[config.mk]
export PLATFORM = sky130hd
export DESIGN_NAME = elevator_call_panel
export DESIGN_NICKNAME = d
export VERILOG_FILES = /design/src/rtl/elevator_call_panel.sv
export SDC_FILE = /design/constraint.sdc
export NUM_CORES = 1
export LEC_CHECK = 0
export BUFFER_PORTS_ARGS = -buffer_cell sky130_fd_sc_hd__buf_4
export CAP_MARGIN = 20
export CELL_PAD_IN_SITES_DETAIL_PLACEMENT = 0
export CELL_PAD_IN_SITES_GLOBAL_PLACEMENT = 1
export CORE_UTILIZATION = 45
export DETAILED_ROUTE_END_ITERATION = 12
export PLACE_DENSITY_LB_ADDON = 0.25
export SYNTH_ARGS = -nofsm -noshare
export SYNTH_HDL_FRONTEND = slang
export SYNTH_SLANG_ARGS = --single-unit
[constraint.sdc]
create_clock -name clk -period 7.4 [get_ports clk]
set_clock_uncertainty 0.1 [all_clocks]
set_input_delay 0.74 -clock clk [delete_from_list [all_inputs] [get_ports clk]]
set_output_delay 0.74 -clock clk [all_outputs]
set_load 0.05 [all_outputs]
[src/rtl/elevator_call_panel.sv]
// Elevator call panel: debounces per-floor call buttons, latches presses as
// pending calls, offers them one at a time to the car controller over a
// valid/ready handshake in round-robin order, and clears them on arrival.
module elevator_call_panel #(
  parameter int NUM_FLOORS      = 8,
  parameter int FLOOR_W         = 4,
  parameter int DEBOUNCE_CYCLES = 4,
  parameter int CNT_W           = 4
) (
  input  logic                  clk,
  input  logic                  rst_n,
  input  logic [NUM_FLOORS-1:0] btn,
  output logic                  req_valid,
  input  logic                  req_ready,
  output logic [FLOOR_W-1:0]    req_floor,
  input  logic                  arrive_valid,
  input  logic [FLOOR_W-1:0]    arrive_floor,
  output logic [NUM_FLOORS-1:0] call_lamp,
  output logic [CNT_W-1:0]      pending_cnt
);

  localparam int DB_W = $clog2(DEBOUNCE_CYCLES + 1);
  localparam logic [DB_W-1:0]    DB_MAX     = DB_W'(DEBOUNCE_CYCLES);
  localparam logic [DB_W-1:0]    DB_PRE     = DB_W'(DEBOUNCE_CYCLES - 1);
  localparam logic [FLOOR_W-1:0] LAST_FLOOR = FLOOR_W'(NUM_FLOORS - 1);

  typedef enum logic {
    IDLE  = 1'b0,
    OFFER = 1'b1
  } state_t;

  state_t                  state, state_nxt;
  logic [DB_W-1:0]         db_cnt [NUM_FLOORS];
  logic [NUM_FLOORS-1:0]   debounced;
  logic [NUM_FLOORS-1:0]   db_rise;
  logic [NUM_FLOORS-1:0]   pending, pending_nxt;
  logic [NUM_FLOORS-1:0]   issued, issued_nxt;
  logic [NUM_FLOORS-1:0]   arr_mask, hs_mask, cand, cand_rot;
  logic [NUM_FLOORS-1:0]   lamp_nxt;
  logic [2*NUM_FLOORS-1:0] cand_dbl;
  logic [CNT_W-1:0]        cnt_nxt;
  logic [FLOOR_W-1:0]      rr_ptr, rr_nxt;
  logic [FLOOR_W-1:0]      req_floor_nxt, sel_floor;
  logic                    found, handshake, arr_hit, offer_hit;
  int                      sel_idx;

  // Debounce: count consecutive high samples; a low sample restarts the count.
  // NOTE: the counter array is control state, so every entry is reset
  // explicitly rather than left to power-up values like a data memory.
  always_ff @(posedge clk or negedge rst_n) begin
    if (!rst_n) begin
      for (int i = 0; i < NUM_FLOORS; i++) db_cnt[i] <= '0;
      debounced <= '0;
    end else begin
      for (int i = 0; i < NUM_FLOORS; i++) begin
        if (!btn[i]) begin
          db_cnt[i]    <= '0;
          debounced[i] <= 1'b0;
        end else begin
          if (db_cnt[i] != DB_MAX) db_cnt[i] <= db_cnt[i] + 1'b1;
          if (db_cnt[i] == DB_PRE) debounced[i] <= 1'b1;
        end
      end
    end
  end

  // Press detect: the debounced level rises on this edge.
  always_comb begin
    for (int i = 0; i < NUM_FLOORS; i++)
      db_rise[i] = btn[i] & ~debounced[i] & (db_cnt[i] == DB_PRE);
  end

  // Decode arrival and handshake into one-hot floor masks.
  always_comb begin
    arr_hit   = arrive_valid && (arrive_floor <= LAST_FLOOR);
    offer_hit = arr_hit && (arrive_floor == req_floor);
    arr_mask  = '0;
    hs_mask   = '0;
    for (int i = 0; i < NUM_FLOORS; i++) begin
      if (arr_hit && (arrive_floor == FLOOR_W'(i))) arr_mask[i] = 1'b1;
      if (handshake && (req_floor == FLOOR_W'(i)))  hs_mask[i]  = 1'b1;
    end
  end

  // Round-robin pick: rotate candidates so rr_ptr lands at bit 0, take the
  // lowest set bit. Floors being cleared by an arrival this edge are skipped.
  always_comb begin
    cand      = pending & ~issued & ~arr_mask;
    cand_dbl  = {cand, cand} >> rr_ptr;
    cand_rot  = cand_dbl[NUM_FLOORS-1:0];
    found     = 1'b0;
    sel_floor = '0;
    sel_idx   = 0;
    for (int i = 0; i < NUM_FLOORS; i++) begin
      if (!found && cand_rot[i]) begin
        found   = 1'b1;
        sel_idx = int'(rr_ptr) + i;
        if (sel_idx >= NUM_FLOORS) sel_idx = sel_idx - NUM_FLOORS;
        sel_floor = FLOOR_W'(sel_idx);
      end
    end
  end

  // Offer FSM next-state: IDLE picks a call, OFFER holds until handshake or
  // until the car arrives at the offered floor (withdrawal).
  // NOTE: every variable gets a default first so no path leaves one
  // unassigned, which would otherwise infer a latch.
  always_comb begin
    state_nxt     = state;
    req_floor_nxt = req_floor;
    rr_nxt        = rr_ptr;
    handshake     = 1'b0;
    case (state)
      IDLE: begin
        if (found) begin
          state_nxt     = OFFER;
          req_floor_nxt = sel_floor;
        end
      end
      OFFER: begin
        if (req_ready) begin
          handshake = 1'b1;
          state_nxt = IDLE;
          rr_nxt    = (req_floor == LAST_FLOOR) ? '0 : req_floor + 1'b1;
        end else if (offer_hit) begin
          state_nxt = IDLE;
        end
      end
      default: state_nxt = IDLE;
    endcase
  end

  // Call bookkeeping: press sets pending, handshake moves pending to issued,
  // arrival clears both last so it wins over either.
  always_comb begin
    pending_nxt = (pending | (db_rise & ~issued)) & ~hs_mask;
    issued_nxt  = issued | hs_mask;
    pending_nxt = pending_nxt & ~arr_mask;
    issued_nxt  = issued_nxt & ~arr_mask;
    lamp_nxt    = pending_nxt | issued_nxt;
    cnt_nxt     = '0;
    for (int i = 0; i < NUM_FLOORS; i++) cnt_nxt = cnt_nxt + CNT_W'(lamp_nxt[i]);
  end

  // State registers; lamps and count track the call state of the same edge.
  // NOTE: non-blocking assignments here so every register samples the
  // pre-edge values regardless of statement order.
  always_ff @(posedge clk or negedge rst_n) begin
    if (!rst_n) begin
      state       <= IDLE;
      req_floor   <= '0;
      rr_ptr      <= '0;
      pending     <= '0;
      issued      <= '0;
      call_lamp   <= '0;
      pending_cnt <= '0;
    end else begin
      state       <= state_nxt;
      req_floor   <= req_floor_nxt;
      rr_ptr      <= rr_nxt;
      pending     <= pending_nxt;
      issued      <= issued_nxt;
      call_lamp   <= lamp_nxt;
      pending_cnt <= cnt_nxt;
    end
  end

  assign req_valid = (state == OFFER);

endmodule

# ---- Yosys cells after proc, flatten, opt, wreduce, memory -nomap -nowiden
# Cells that the tools add are included.
# W data, S select, Z words.
dict set report op_classes {
  add_sub_neg 31
  order_cmp 9
  n_eq_ne 47
  shifts 1
  n_mux 79
  bitwise_logic 37
  n_reduce_logical 36
}
# operator n
set op_table {}
lappend op_table {{$mux W4} 17}
lappend op_table {{$and A8 B8 Y8} 6}
lappend op_table {{$mux W3} 16}
lappend op_table {{$mux W1} 45}
lappend op_table {{$ge A5 B4 Y1 const B} 7}
lappend op_table {{$eq A4 B3 Y1 const B} 8}
lappend op_table {{$ne A2 B1 Y1 const B} 16}
lappend op_table {{$sub A4 B4 Y4 const B} 8}
lappend op_table {{$logic_and A1 B1 Y1} 25}
lappend op_table {{$add A3 B1 Y3 const B} 8}
lappend op_table {{$eq A3 B2 Y1 const B} 8}
lappend op_table {{$ne A3 B3 Y1 const B} 8}
lappend op_table {{$not A8 Y8} 3}
lappend op_table {{$or A8 B8 Y8} 3}
lappend op_table {{$add A4 B3 Y5 const B} 4}
lappend op_table {{$add A4 B1 Y4} 4}
lappend op_table {{$and A1 B1 Y1} 16}
lappend op_table {{$eq A4 B2 Y1 const B} 4}
lappend op_table {{$shr A16 B4 Y8} 1}
lappend op_table {{$add A4 B2 Y5 const B} 2}
lappend op_table {{$not A1 Y1} 9}
lappend op_table {{$eq A4 B1 Y1 const B} 2}
lappend op_table {{$logic_not A4 Y1} 2}
lappend op_table {{$logic_not A1 Y1} 7}
lappend op_table {{10 further kinds} 11}
dict set report totals {
  register_bits 69
  inputBits 16
  out_inout_bits 17
  elab_cells 263
}

# ---- Depth between registers and ports, before layout
dict set report depth {
  depth_word 31
  mapped_depth 15
  mapped_depth_nobuf 15
}

# ---- Worst setup path after synthesis
# No wires, ideal clock.
dict set report synth_path {
  path_type {flip-flop to flip-flop}
  startpoint {register state (netlist: req_valid)}
  endpoint {register pending_cnt[2]}
  setup_ns 0.123
  arrival_time_ns 4.107
  t_required_ns 7.177
  setup_slack_ns 3.071
  path_stages_with_launch 14
  n_path_buf 0
  synth_period_minus_slack_ns 4.329
  cell_sequence {dfrtp_1 > nand2_1 > nor3_1 > a21oi_1 > or2_2 > fa_1 > inv_1 > fa_1 > fa_1 > inv_1 > ha_1 > inv_1 > fa_1 > xnor2_1}
}
dict set report synth_via {
  elab_chain_len 14
  elab_cells_between_ends 30
  classes_between {7 x add/sub; 9 x mux; 6 x bitwise; 8 x reduce/logical}
}
# item line_no
set synth_lines {}
lappend synth_lines {{from (decl)} 32} ;# state_t state, state_nxt;
lappend synth_lines {{from (signal assigned)} 158} ;# state <= state_nxt;
lappend synth_lines {{$mux W1} 113} ;# case (state)
lappend synth_lines {{$logic_and A1 B1 Y1} 81} ;# if (handshake && (req_floor == FLOOR_W'(i))) hs_mask[i] = 1'b1;
lappend synth_lines {{$mux W1} 81}
lappend synth_lines {{$not A8 Y8} 136} ;# pending_nxt = (pending | (db_rise & ~issued)) & ~hs_mask;
lappend synth_lines {{$and A8 B8 Y8} 136}
lappend synth_lines {{$and A8 B8 Y8} 138} ;# pending_nxt = pending_nxt & ~arr_mask;
lappend synth_lines {{via pending_nxt[0]} 36} ;# logic [NUM_FLOORS-1:0] pending, pending_nxt;
lappend synth_lines {{$or A8 B8 Y8} 140} ;# lamp_nxt = pending_nxt | issued_nxt;
lappend synth_lines {{via lamp_nxt[0]} 39} ;# logic [NUM_FLOORS-1:0] lamp_nxt;
lappend synth_lines {{$add A1 B1 Y2} 142} ;# for (int i = 0; i < NUM_FLOORS; i++) cnt_nxt = cnt_nxt + CNT_W'(lamp_nxt[i]);
lappend synth_lines {{$add A2 B1 Y3} 142}
lappend synth_lines {{$add A3 B1 Y4} 142}
lappend synth_lines {{$add A4 B1 Y4 (4 in a row)} 142}
lappend synth_lines {{via cnt_nxt[2]} 41} ;# logic [CNT_W-1:0] cnt_nxt;
lappend synth_lines {{to (signal assigned)} 164} ;# pending_cnt <= cnt_nxt;
lappend synth_lines {{to (decl)} 19} ;# output logic [CNT_W-1:0] pending_cnt
# The timed path passes the listed nets, and every way through them passes these cells.
# A chain may end at the register's enable or synchronous reset.

# ---- Final worst setup path
dict set report layout_path {
  startpoint {input req_ready}
  endpoint {register pending_cnt[2]}
}
dict set report layout_via {
  elab_chain_len 15
  elab_cells_between_ends 31
  classes_between {7 x add/sub; 10 x mux; 6 x bitwise; 8 x reduce/logical}
}
# item line_no
set layout_lines {}
lappend layout_lines {{from (decl)} 14} ;# input logic req_ready,
lappend layout_lines {{$mux W1} 121} ;# if (req_ready) begin
lappend layout_lines {{$mux W1} 113}
lappend layout_lines {{$logic_and A1 B1 Y1} 81}
lappend layout_lines {{$mux W1} 81}
lappend layout_lines {{$not A8 Y8} 136}
lappend layout_lines {{$and A8 B8 Y8} 136}
lappend layout_lines {{$and A8 B8 Y8} 138}
lappend layout_lines {{via pending_nxt[0]} 36}
lappend layout_lines {{$or A8 B8 Y8} 140}
lappend layout_lines {{via lamp_nxt[0]} 39}
lappend layout_lines {{$add A1 B1 Y2} 142}
lappend layout_lines {{$add A2 B1 Y3} 142}
lappend layout_lines {{$add A3 B1 Y4} 142}
lappend layout_lines {{$add A4 B1 Y4 (4 in a row)} 142}
lappend layout_lines {{via cnt_nxt[2]} 41}
# The timed path passes the listed nets, and every way through them passes these cells.

==> results.toml <==
[run_status]
status = "complete, no violations"

[placed_design]
dp_slack_ns = 2.50
io_buffers = 32
dp_hpwl_mm = 7.71
gp_congestion = 0.872

[yosys]
synthArstFlopShare = 1.00
ys_types = 63
synth_seq_area_share = 0.384
avgSynthCellArea_um2 = 9.49
synthCells = 474
synth_seq_cells = 69
ys.flop_type = "dfrtp_1"
syn_nets = 534
synth_area_um2 = 4500
synth_edf_count = 0
ys_warn_count = 0

[floorplanning]
core_area_um2 = 9730
die_y_um = 102
die_w_um = 102
num_io_pins = 33
rows = 36
die_area_um2 = 10400
initial_core_util = 0.462

[grt]
grt_pass1_wl_mm = 17.4
track_usage = 0.217
grt_antenna_before_repair = 0
first_global_vias = 3581
grt_max_degree = 70
grt_overflow = 0

[clocking]
cts_num_sinks = 69
post_cts_resized = 0
cts_max_level = 3
clk_latency_ns = 0.35
clockRootBuffer = "clkbuf_8"
postCtsSetupBuffers = 0
clk_pin_slew_ns = 0.07
cts_tree = "done"
cts.path.max_buffers = 2
cts_buffers = 9
cts_hold_buf = 0

[drt]
wire_per_inst_um = 16.1
wl_mm = 10.3
drtPass1Iterations = 5
drc_errors = 0
vias_per_cell = 5.71
vias = 3660
drtAntennaViolNets = 0
drt_iter0_drc = 193

[timing]
max_slew_margin = 0.377
hold_violations = 0
fin_crit_ns = 4.54
tns_ns = 0
whs_ns = 0.386
min_period_over_period = 0.613
setup_viol = 0
setup_slack_ns = 2.86
rsz0062_at_grt = "false"
fmax_ghz = 0.220
slew_violations = 0
tightest_slew_ns = 0.928

[pwr]
leakage_nw = 2.28
power.density_nw_per_um2 = 508
finalPower_mw = 2.56
vdd_ir_drop_max_mv = 0.537

[worst_setup_path]
required_ns = 7.53
start_kind = "primary input"
arrival_ns = 4.66
crit_type = "primary input to register"
r2r-start = "req_valid"
end_kind = "register"
cp-startpoint = "req_ready"
cp_max_fo = 9

[layout]
diodes = 0
layout-drive-gt1-share = 0.128
fill_cells = 927
fin_nets = 563
area_delta_synth_final_pct = 12.0

[worst_hold_path]
holdCritPathClass = "primary input to async pin"

[run]
drv_cap = 0
## logic make-up (layout without fill, tap and decap cells)
group           count (synthesis)  count (layout)  synth area share
fa+ha+maj                      44              44             0.129
mux                             4               4            0.0175
buf+inv                        62              96            0.0548
xor+xnor                       13              13            0.0253
simple gates                  147             147             0.184
flops                          69              69             0.384
compound gates                135             135             0.206
## Yosys cell counts, drive strengths merged (3+ instances only)
| cell type | count | share of area |
|---|---|---|
| nor3b | 3 | 0.0061 |
| a211o | 8 | 0.016 |
| nand2b | 7 | 0.0097 |
| buf | 7 | 0.0089 |
| mux4 | 3 | 0.015 |
| a21oi | 37 | 0.041 |
| clkbuf | 9 | 0.0075 |
| fa | 4 | 0.018 |
| a211oi | 11 | 0.018 |
| o2111ai | 3 | 0.0058 |
| inv | 46 | 0.038 |
| a2bb2oi | 3 | 0.0058 |
| or2 | 9 | 0.013 |
| nor4bb | 6 | 0.013 |
| xnor2 | 10 | 0.019 |
| nor3 | 6 | 0.0067 |
| ha | 40 | 0.11 |
| o21ai | 9 | 0.010 |
| nand3b | 5 | 0.0083 |
| a21boi | 16 | 0.027 |
| a31oi | 4 | 0.0056 |
| nand4 | 4 | 0.0056 |
| nor2b | 5 | 0.0070 |
| o31ai | 3 | 0.0061 |
| o21a | 9 | 0.015 |
| dfrtp | 69 | 0.38 |
| nor2 | 29 | 0.025 |
| xor2 | 3 | 0.0058 |
| and3b | 4 | 0.0078 |
| a21o | 4 | 0.0067 |
| and2 | 10 | 0.014 |
| nand3 | 19 | 0.021 |
| o211ai | 8 | 0.013 |
| o22ai | 7 | 0.0097 |
| nand2 | 29 | 0.024 |
## power breakdown
part           total [mW]  leakage, nW  switching [mW]  internal [mW]
logic                1.56         1.31           0.949          0.609
clock network       0.302       0.0964           0.138          0.164
registers           0.701        0.876           0.150          0.550
total                2.56         2.28            1.24           1.32
## worst paths after layout
check	end	slack (ns)	cells past startpoint
worst min register to register	debounced[6]	0.39	1
worst max register to register	pending_cnt[2]	2.91	13
worst min-delay path	req_floor[2]	0.39	1
min in group clk	debounced[6]	0.39	1
max in group asynchronous	db_cnt[8]	6.22	1
worst max-delay path	pending_cnt[2]	2.86	14
## routing by layer
| layer | up-vias | part of all wire | global-route usage |
|---|---|---|---|
| met5 | - | 0 | 0 |
| met2 | 126 | 0.46 | 0.342 |
| li1 | 1761 | - | - |
| met3 | 18 | 0.067 | 0.0486 |
| met1 | 1755 | 0.45 | 0.292 |
| met4 | 0 | 0.018 | 0.0824 |
## state kept, by name, summed over array words and instances (netlist names)
register and flops:
pending 8, req_valid 1, call_lamp 8, rr_ptr 4, req_floor 4, db_cnt 24, issued 8, debounced 8
pending_cnt 4
## final cells by class
cell class / count / area, µm² / area share
multi-input cells: 343 / 2520 / 0.501
flip-flops and latches: 69 / 1730 / 0.343
clock buffers: 12 / 145 / 0.0288
well taps: 133 / 166 / 0.0330
repair buffers: 34 / 255 / 0.0507
clock inverters: 4 / 47.5 / 0.00944
inverters: 46 / 173 / 0.0343
## placed cells by master, fill, tap and decap left out, types with 11 or more instances in the layout
cell,netlist,routed
dfrtp_1,69,69
buf_4,0,34
a21boi_0,16,16
inv_1,46,46
a21oi_1,37,37
nand2_1,29,29
nor2_1,28,28
ha_1,40,40
nand3_1,19,19
a211oi_1,11,11
## worst max-delay path, cell delays in order
cell	delay, ns
buf_4	0.08
nand2_1	0.17
nor3_1	0.77
a21oi_1	0.21
or2_2	0.37
fa_1	0.54
inv_1	0.05
fa_1	0.46
fa_1	0.46
inv_1	0.07
ha_1	0.16
inv_1	0.06
fa_1	0.38
xnor2_1	0.14
## per-stage QoR
stage	cell area, µm²	instances	utilization
after CTS	5040	641	0.518
final	5040	641	0.518
after detailed placement	4850	625	0.498
after floorplan	4500	474	-
after global routing	5040	641	0.518
after global placement	4850	625	0.498
Note: power is estimated with default switching activity, not from simulation.
